### src/rtl/time_set_sequencer.sv
// time_set_sequencer: front-panel RUN / SET_HOURS / SET_MINUTES controller.
// Registers the Mode/Up levels, detects rising edges, issues one-cycle
// increment strobes, gates the seconds tick and blinks the edited digits.
// Optional build macro TIME_SET_AUTOREPEAT_EN adds Up-hold auto-repeat.
module time_set_sequencer #(
  parameter int unsigned TIMEOUT_CYC    = 32'd1000000000,
  parameter int unsigned BLINK_HALF_CYC = 32'd25000000
`ifdef TIME_SET_AUTOREPEAT_EN
  ,
  parameter int unsigned REPEAT_DELAY_CYC  = 32'd50000000,
  parameter int unsigned REPEAT_PERIOD_CYC = 32'd10000000
`endif
) (
  input  logic       Clk_100M,
  input  logic       nReset,
  input  logic       Mode,
  input  logic       Up,
  output logic       IncHour,
  output logic       IncMin,
  output logic       SecClear,
  output logic       TickEnable,
  output logic [3:0] DigitBlank,
  output logic [1:0] SetState
);

  typedef enum logic [1:0] {
    S_RUN     = 2'b00,
    S_HOURS   = 2'b01,
    S_MINUTES = 2'b10
  } state_t;

  state_t      state, state_next;
  logic        mode_q, mode_q2, up_q, up_q2;
  logic        mode_edge, up_edge, timeout, rep_strobe, inc_req;
  logic [31:0] idle_cnt, blink_cnt, blink_next;
  logic        phase, phase_next;
  logic        hour_next, min_next, secclr_next, tick_next;
  logic [3:0]  blank_next;

  // Input sampling and edge history
  always_ff @(posedge Clk_100M or negedge nReset) begin
    if (!nReset) begin
      mode_q  <= 1'b0;
      mode_q2 <= 1'b0;
      up_q    <= 1'b0;
      up_q2   <= 1'b0;
    end else begin
      mode_q  <= Mode;
      mode_q2 <= mode_q;
      up_q    <= Up;
      up_q2   <= up_q;
    end
  end

  assign mode_edge = mode_q & ~mode_q2;
  assign up_edge   = up_q & ~up_q2;

`ifdef TIME_SET_AUTOREPEAT_EN
  logic [31:0] hold_cnt;
  logic        hold_run, rep_active;

  // Repeat fires at the initial delay, then at each period while Up stays held
  always_comb begin
    rep_strobe = hold_run && up_q && !mode_edge && !up_edge && (state != S_RUN) &&
                 ((!rep_active && hold_cnt == REPEAT_DELAY_CYC) ||
                  ( rep_active && hold_cnt == REPEAT_PERIOD_CYC));
  end

  // Hold counter: counts cycles since the press or since the last repeat
  always_ff @(posedge Clk_100M or negedge nReset) begin
    if (!nReset) begin
      hold_cnt   <= '0;
      hold_run   <= 1'b0;
      rep_active <= 1'b0;
    end else if (state_next != state || mode_edge || !up_q) begin
      hold_cnt   <= '0;
      hold_run   <= 1'b0;
      rep_active <= 1'b0;
    end else if (up_edge && state != S_RUN) begin
      hold_cnt   <= 32'd1;
      hold_run   <= 1'b1;
      rep_active <= 1'b0;
    end else if (rep_strobe) begin
      hold_cnt   <= 32'd1;
      rep_active <= 1'b1;
    end else if (hold_run) begin
      hold_cnt   <= hold_cnt + 32'd1;
    end
  end
`else
  assign rep_strobe = 1'b0;
`endif

  // An Up edge or repeat strobe restarts the idle count, so it blocks timeout
  assign timeout = (state != S_RUN) && (idle_cnt == TIMEOUT_CYC - 32'd1) &&
                   !up_edge && !rep_strobe;
  assign inc_req = (up_edge && !mode_edge) || rep_strobe;

  // State register
  always_ff @(posedge Clk_100M or negedge nReset) begin
    if (!nReset) state <= S_RUN;
    else         state <= state_next;
  end

  // Next-state logic; Mode edge has priority over timeout
  always_comb begin
    state_next = state;
    unique case (state)
      S_RUN:     if (mode_edge) state_next = S_HOURS;
      S_HOURS:   if (mode_edge) state_next = S_MINUTES;
                 else if (timeout) state_next = S_RUN;
      S_MINUTES: if (mode_edge || timeout) state_next = S_RUN;
      default:   state_next = S_RUN;
    endcase
  end

  // Blink phase and output decode, computed from the next state
  always_comb begin
    blink_next = blink_cnt;
    phase_next = phase;
    if (state_next != state || state == S_RUN) begin
      blink_next = '0;
      phase_next = 1'b0;
    end else if (blink_cnt == BLINK_HALF_CYC - 32'd1) begin
      blink_next = '0;
      phase_next = ~phase;
    end else begin
      blink_next = blink_cnt + 32'd1;
    end
    hour_next   = inc_req && (state == S_HOURS);
    min_next    = inc_req && (state == S_MINUTES);
    secclr_next = (state != S_RUN) && (state_next == S_RUN);
    tick_next   = (state_next == S_RUN);
    unique case (state_next)
      S_HOURS:   blank_next = {phase_next, phase_next, 2'b00};
      S_MINUTES: blank_next = {2'b00, phase_next, phase_next};
      default:   blank_next = '0;
    endcase
  end

  // Idle and blink counters
  always_ff @(posedge Clk_100M or negedge nReset) begin
    if (!nReset) begin
      idle_cnt  <= '0;
      blink_cnt <= '0;
      phase     <= 1'b0;
    end else begin
      blink_cnt <= blink_next;
      phase     <= phase_next;
      if (state_next != state || state_next == S_RUN || mode_edge || up_edge || rep_strobe)
        idle_cnt <= '0;
      else
        idle_cnt <= idle_cnt + 32'd1;
    end
  end

  // Registered outputs
  always_ff @(posedge Clk_100M or negedge nReset) begin
    if (!nReset) begin
      IncHour    <= 1'b0;
      IncMin     <= 1'b0;
      SecClear   <= 1'b0;
      TickEnable <= 1'b1;
      DigitBlank <= '0;
      SetState   <= 2'b00;
    end else begin
      IncHour    <= hour_next;
      IncMin     <= min_next;
      SecClear   <= secclr_next;
      TickEnable <= tick_next;
      DigitBlank <= blank_next;
      SetState   <= state_next;
    end
  end

endmodule
### config.mk
export PLATFORM = sky130hd
export DESIGN_NAME = time_set_sequencer
export DESIGN_NICKNAME = d
export VERILOG_FILES = /design/src/rtl/time_set_sequencer.sv
export SDC_FILE = /design/constraint.sdc
export NUM_CORES = 1
export LEC_CHECK = 0
export ABC_AREA = 1
export BUFFER_PORTS_ARGS = -buffer_cell sky130_fd_sc_hd__buf_2
export CAP_MARGIN = 30
export CORE_ASPECT_RATIO = 0.7
export CORE_UTILIZATION = 55
export DETAILED_ROUTE_END_ITERATION = 6
export PLACE_DENSITY = 0.7
export SYNTH_ARGS = -nofsm -noshare
export SYNTH_HDL_FRONTEND = slang
export SYNTH_SLANG_ARGS = --single-unit
### constraint.sdc
create_clock -name Clk_100M -period 3.03 [get_ports Clk_100M]
set_input_delay 0 -clock Clk_100M [delete_from_list [all_inputs] [get_ports Clk_100M]]
set_output_delay 0 -clock Clk_100M [all_outputs]
set_load 0.02 [all_outputs]
After elaboration in Yosys (flattened, before gate mapping)
Cells that the tools add are included.

cells by class
  $add $sub $neg = 2
  multiply operators = 0
  div/mod/pow operators = 0
  order comparisons = 0
  equality and inequality tests = 7
  shift-type cells = 0
  multiplexer cells = 11
  bitwise gates (word level) = 5
  reductions and logical operators = 16

operator list
  operator                                          count
  two-way mux 32 bit                                3
  adder 32 x 1 -> 32 bit (second input constant)    2
  == test 32 x 25 -> 1 bit (second input constant)  1
  == test 32 x 30 -> 1 bit (second input constant)  1
  two-way mux 2 bit                                 4
  case mux 4 bit (2 select lines)                   1
  logical AND 1 bit                                 6
  case mux 2 bit (3 select lines)                   1
  logical OR 1 bit                                  5
  == test 2 x 1 -> 1 bit (second input constant)    2
  == test 2 bit (second input constant)             2
  logical NOT 2 bit                                 2
  inverter 1 bit                                    3
  bitwise AND 1 bit                                 2
  logical NOT 1 bit                                 2
  two-way mux 1 bit                                 2
  inequality test 2 bit                             1
  nonzero test 2 bit                                1

word-level totals
  register bits = 79
  latch bits = 0
  memory bits (writable) = 0
  ROM bits = 0
  input bits = 4
  logic and storage cells = 54
  memories kept = 0

Depth between registers and ports, before layout
  depth after elaboration = 12
  mapped depth = 14

Worst setup path before layout
Ideal clock, no wire load.

  path kind = flip-flop to flip-flop
  from = register idle_cnt[0]
  to = register idle_cnt[21]
  setup time = 0.077 ns
  arrival time = 1.952 ns
  required time = 2.953 ns
  path slack = 1.000 ns
  stages on the path, launching flop included = 15
  buffers on the path = 1
  cells stage by stage = dfrtp_1 > ha_1 > nand2_2 > nor2_2 > nand2_2 > inv_2 > nand3_2 > nand4_1 > nand2_1 > inv_1 > ha_1 > nor2_1 > nand3_2 > buf_6 > a21oi_1

on the way
  longest elaborated chain between the ends = 11
  elaborated cells on any way between the ends = 15

RTL lines
  element                                                       line      source
  from (decl)                                                   35        logic [31:0] idle_cnt, blink_cnt, blink_next;
  from (signal assigned)                                        153       idle_cnt <= idle_cnt + 32'd1;
  == test 32 x 30 -> 1 bit *                                    95        assign timeout = (state != S_RUN) && (idle_cnt == TIMEOUT_CYC - 32'd1) &&
  logical AND 1 bit * (2 in a row)                              95
  two-way mux 2 bit / logical OR 1 bit (equally long branches)  111, 112
  two-way mux 2 bit, on equally long branches                   110, 112
  case mux 2 bit (3 select lines) *                             108       unique case (state)
  net state_next[1]                                             32        state_t state, state_next;
  logical NOT 2 bit *                                           n/a
  net tick_next                                                 37        logic hour_next, min_next, secclr_next, tick_next;
  logical OR 1 bit * (3 in a row)                               150       if (state_next != state || state_next == S_RUN || mode_edge || up_edge || rep_strobe)
  two-way mux 32 bit *                                          150

The timed path passes the listed nets; every way through them passes the cells marked *.

Worst setup path in the final report
  from = register idle_cnt[0]
  to = register idle_cnt[30]

The elaborated chain is that of the path after synthesis.

==> summary by stage <==
Global routing
Summed over all layers, the global routing overflow is 0. The first-pass GRT wire length is 17.2 mm. The number of antenna violations at the first check in global routing is 0. The number of global-route vias before repair is 3442. The global-route total usage across every layer is 27.1%. The maximum number of pins on one net before global-route repair is 78.

Job
Across the run, the number of max-cap violations was 0.

Timing
Static timing analysis puts the maximum clock frequency at 390 MHz. Counting I/O delays and the setup requirement, the final critical path takes 2.56 ns. After layout, the worst path uses 84.6% of the clock period. Setup violations remaining at the end of the flow were counted as 0. Between clock sinks in the finished design, the worst skew comes to around 0.011 ns. The number of pins with negative max-slew slack in the final report was 0. The slew of the pin with the lowest slew margin is roughly 0.53 ns.

The final-report hold violation count is 0. The final total negative setup slack is 0 ns. The worst slew margin relative to its limit is approximately 65%.

Setup repair after global routing left no endpoint under its margin.

Outcome
The run finished with clean final reports.

Floorplanning
Once the floorplan was initialized, standard cells occupied between 50% and 60% of the core. 14 I/O pins were placed. The x dimension of the die is 110 um. The die covers about 8500 um^2.

The cell row count is 27. The vertical die dimension is ~77 um. The core footprint is 7870 um^2.

Clock network
TritonCTS built the clock tree. The maximum clock path buffer count is 2. Post-CTS timing repair inserted 0 buffers for setup. Clock tree synthesis selected as its root buffer the cell clkbuf_16.

The CTS H-tree depth is 3. The number of clock buffers inserted by TritonCTS is 9. For the worst-skew pair, the clock arrives at the later sink with an insertion delay of 0.34 ns.

Clock tree synthesis found a total of slightly below 80 sinks. The CTS clock-pin slew for the worst setup and hold paths is 0.06 ns.

Synthesis
Ranked by instance count, the synthesized netlist is headed by 150 x nand2_1, 145 x nor2_1, 76 x dfrtp_1. The area fraction of the dominant cell type after synthesis is a little over two fifths. The most area-hungry cell type in the Yosys netlist is dfrtp_1. The synthesis warning total is 0.

The total nets after synthesis is 609. In this run the cell area of the synthesized design comes to approximately 4500 um^2. The average cell area after synthesis is between 7 and 8 um^2.

Counting flops and latches in the post-synthesis netlist gives 77. The most used flip-flop cell after synthesis is dfrtp_1. After synthesis, the share of flip-flops with an asynchronous set or reset is between 90% and 100%.

Sorting the synthesized cells by area gives the leading types as dfrtp_1 43%, nand2_1 13%, nor2_1 12%. The netlist uses 27 different library cells. The count of flip-flops with a built-in enable after synthesis is 0. nand2_1 is the most common cell in the netlist. The post-synthesis instance total is 600.

Of the synthesized area, sequential elements account for a little over two fifths.

Power
The analysis attributes to cell leakage a power of 0.00197 uW. For this design the ratio of total power to cell area is ~540 nW/um^2. The worst supply voltage drop on vdd is between 0.5 and 0.6 mV.

Finish
The net count of the finished layout is about 630. Fill cells in the final layout number 712. The share of final-layout standard cells stronger than drive strength 1 is ~11%.

Measured on the finished design, the core utilization comes to 62.7%. The number of antenna diodes is 0. Compared with the post-synthesis result, the final layout area differs by 10.9%.

Route
In the final routed layout, each cell accounts on average for between 10 and 15 um. After the first detailed-routing iteration, the DRC count stood at roughly 390. The detail route stage leaves a number of antenna-violating nets equal to 0. Summed over all layers, the routed wires come to 10.5 mm. The total via count after detailed routing is approximately 3800.

For this run, the detailed router's first-pass iteration total came to 5. The number of remaining DRC errors is 0. Dividing the detail-routed via count by the number of cells gives just over 5.

Placement
The final HPWL from detailed placement is roughly 7.6 mm. The count of input and output buffers is 13. At the end of routability-driven placement, the weighted congestion stood at about 1.

Hold path
The path category of the worst min-delay check is in -> async.

Worst setup path
The type of origin of the critical path is a flop. The category of the critical setup timing path is reg -> reg. The kind of capture point of the worst setup path is a flop.

The required time at the endpoint of the critical path is between 3 and 4 ns. Data on the critical path arrives at its endpoint at around 2.8 ns. The maximum fanout encountered on the critical timing path is 32.
-- per-stage QoR --
| stage | worst slack (ns) | hold WS (ns) | power (uW) | cell area [um^2] | cells |
|---|---|---|---|---|---|
| after floorplan | 1.00 | -0.296 | 1500 | 4450 | 600 |
| after global placement | 0.435 | 0.110 | 1540 | 4560 | 705 |
| after detailed placement | 0.280 | 0.110 | 1550 | 4560 | 705 |
| after CTS | 0.298 | 0.311 | 2670 | 4900 | 724 |
| after global routing | 0.196 | 0.0857 | 2780 | 4940 | 725 |
| final | 0.467 | 0.0582 | 2660 | 4940 | 725 |
-- what timing repair did --
item	CTS	global route
hold endpoints to repair	78	0
hold buffers	3	0
gates resized for setup	0	1
endpoints found under the setup margin	0	4
-- final cells by class --
type | instances | area [um^2] | share of cell area [%]
multi-input cells | 450 | 2210 | 44.7
flip-flops and latches | 77 | 1930 | 39.0
clock buffers | 13 | 270 | 5.47
inverters | 64 | 240 | 4.86
well taps | 101 | 126 | 2.56
repair buffers | 17 | 125 | 2.53
clock inverters | 3 | 42.5 | 0.861
-- sequential cells by signal (all words and copies together) (netlist names), 2 cells and up --
signal	cells
DigitBlank	2
blink_cnt	32
idle_cnt	32
SetState	2
-- where the power goes --
group / switching (uW) / total, uW / internal, uW
sequential: 48.0 / 1130 / 1080
combinational: 316 / 418 / 101
clock: 408 / 1110 / 704
total: 772 / 2660 / 1890
-- critical path: stages, from the launching register on --
cell and delay [ns]:
dfrtp_1 0.40, ha_1 0.23, nand2_2 0.09, nor2_2 0.06, nand2_2 0.12, inv_2 0.06
nand3_2 0.15, nand4_1 0.11, nand2_1 0.13, inv_1 0.07, ha_1 0.22, nor2_1 0.22
nand3_4 0.36, a21oi_1 0.26
-- placed cells by master (no fill, tap or decap), types with 2 or more instances in the layout --
master	instances
a21oi_1	4
inv_2	6
clkbuf_16	9
ha_1	5
nor2_4	4
inv_1	58
dlygate4sd3_1	3
xor2_1	28
nand4_1	6
nand3_4	2
nand2_1	150
nor3_1	30
nor3_2	6
clkbuf_8	3
nor2_1	145
nand3b_1	2
o21ai_0	2
nand3_1	31
nand2_2	7
nand3_2	4
xnor2_1	10
nor2_2	10
o21bai_1	2
buf_2	12
dfrtp_1	76
-- cell families (layout without fill, tap and decap cells) --
group                      after synthesis  in the layout  share of synthesized area [%]
buffers and inverters                   73             97                           7.36
adders and majority gates                5              5                           1.40
and+or+nand+nor                        398            398                           39.3
AOI/OAI and AO/OA                        9              9                           1.18
DFF                                     77             77                           43.3
xor gates and xnor gates                38             38                           7.47
-- routing by layer --
metal	share of wire, %	global-route usage (%)	up-vias
met3	8.5	8.84	6
met5	0	0	-
li1	-	-	1884
met1	53	43.0	1752
met2	38	34.5	122
met4	0.69	6.67	0
-- worst paths after layout --
check / from / endpoint / slack (ns) / depth (start not counted)
setup / recovery: idle_cnt[0] / idle_cnt[30] / 0.47 / 13
setup reg to reg: idle_cnt[0] / idle_cnt[30] / 0.47 / 13
hold reg to reg: mode_q / mode_q2 / 0.38 / 0
min in group Clk_100M: Up / up_q / 0.32 / 2
hold / removal: nReset / idle_cnt[29] / 0.06 / 2
max in group asynchronous: nReset / TickEnable / 2.39 / 3
(Power assumes the default switching activity.)
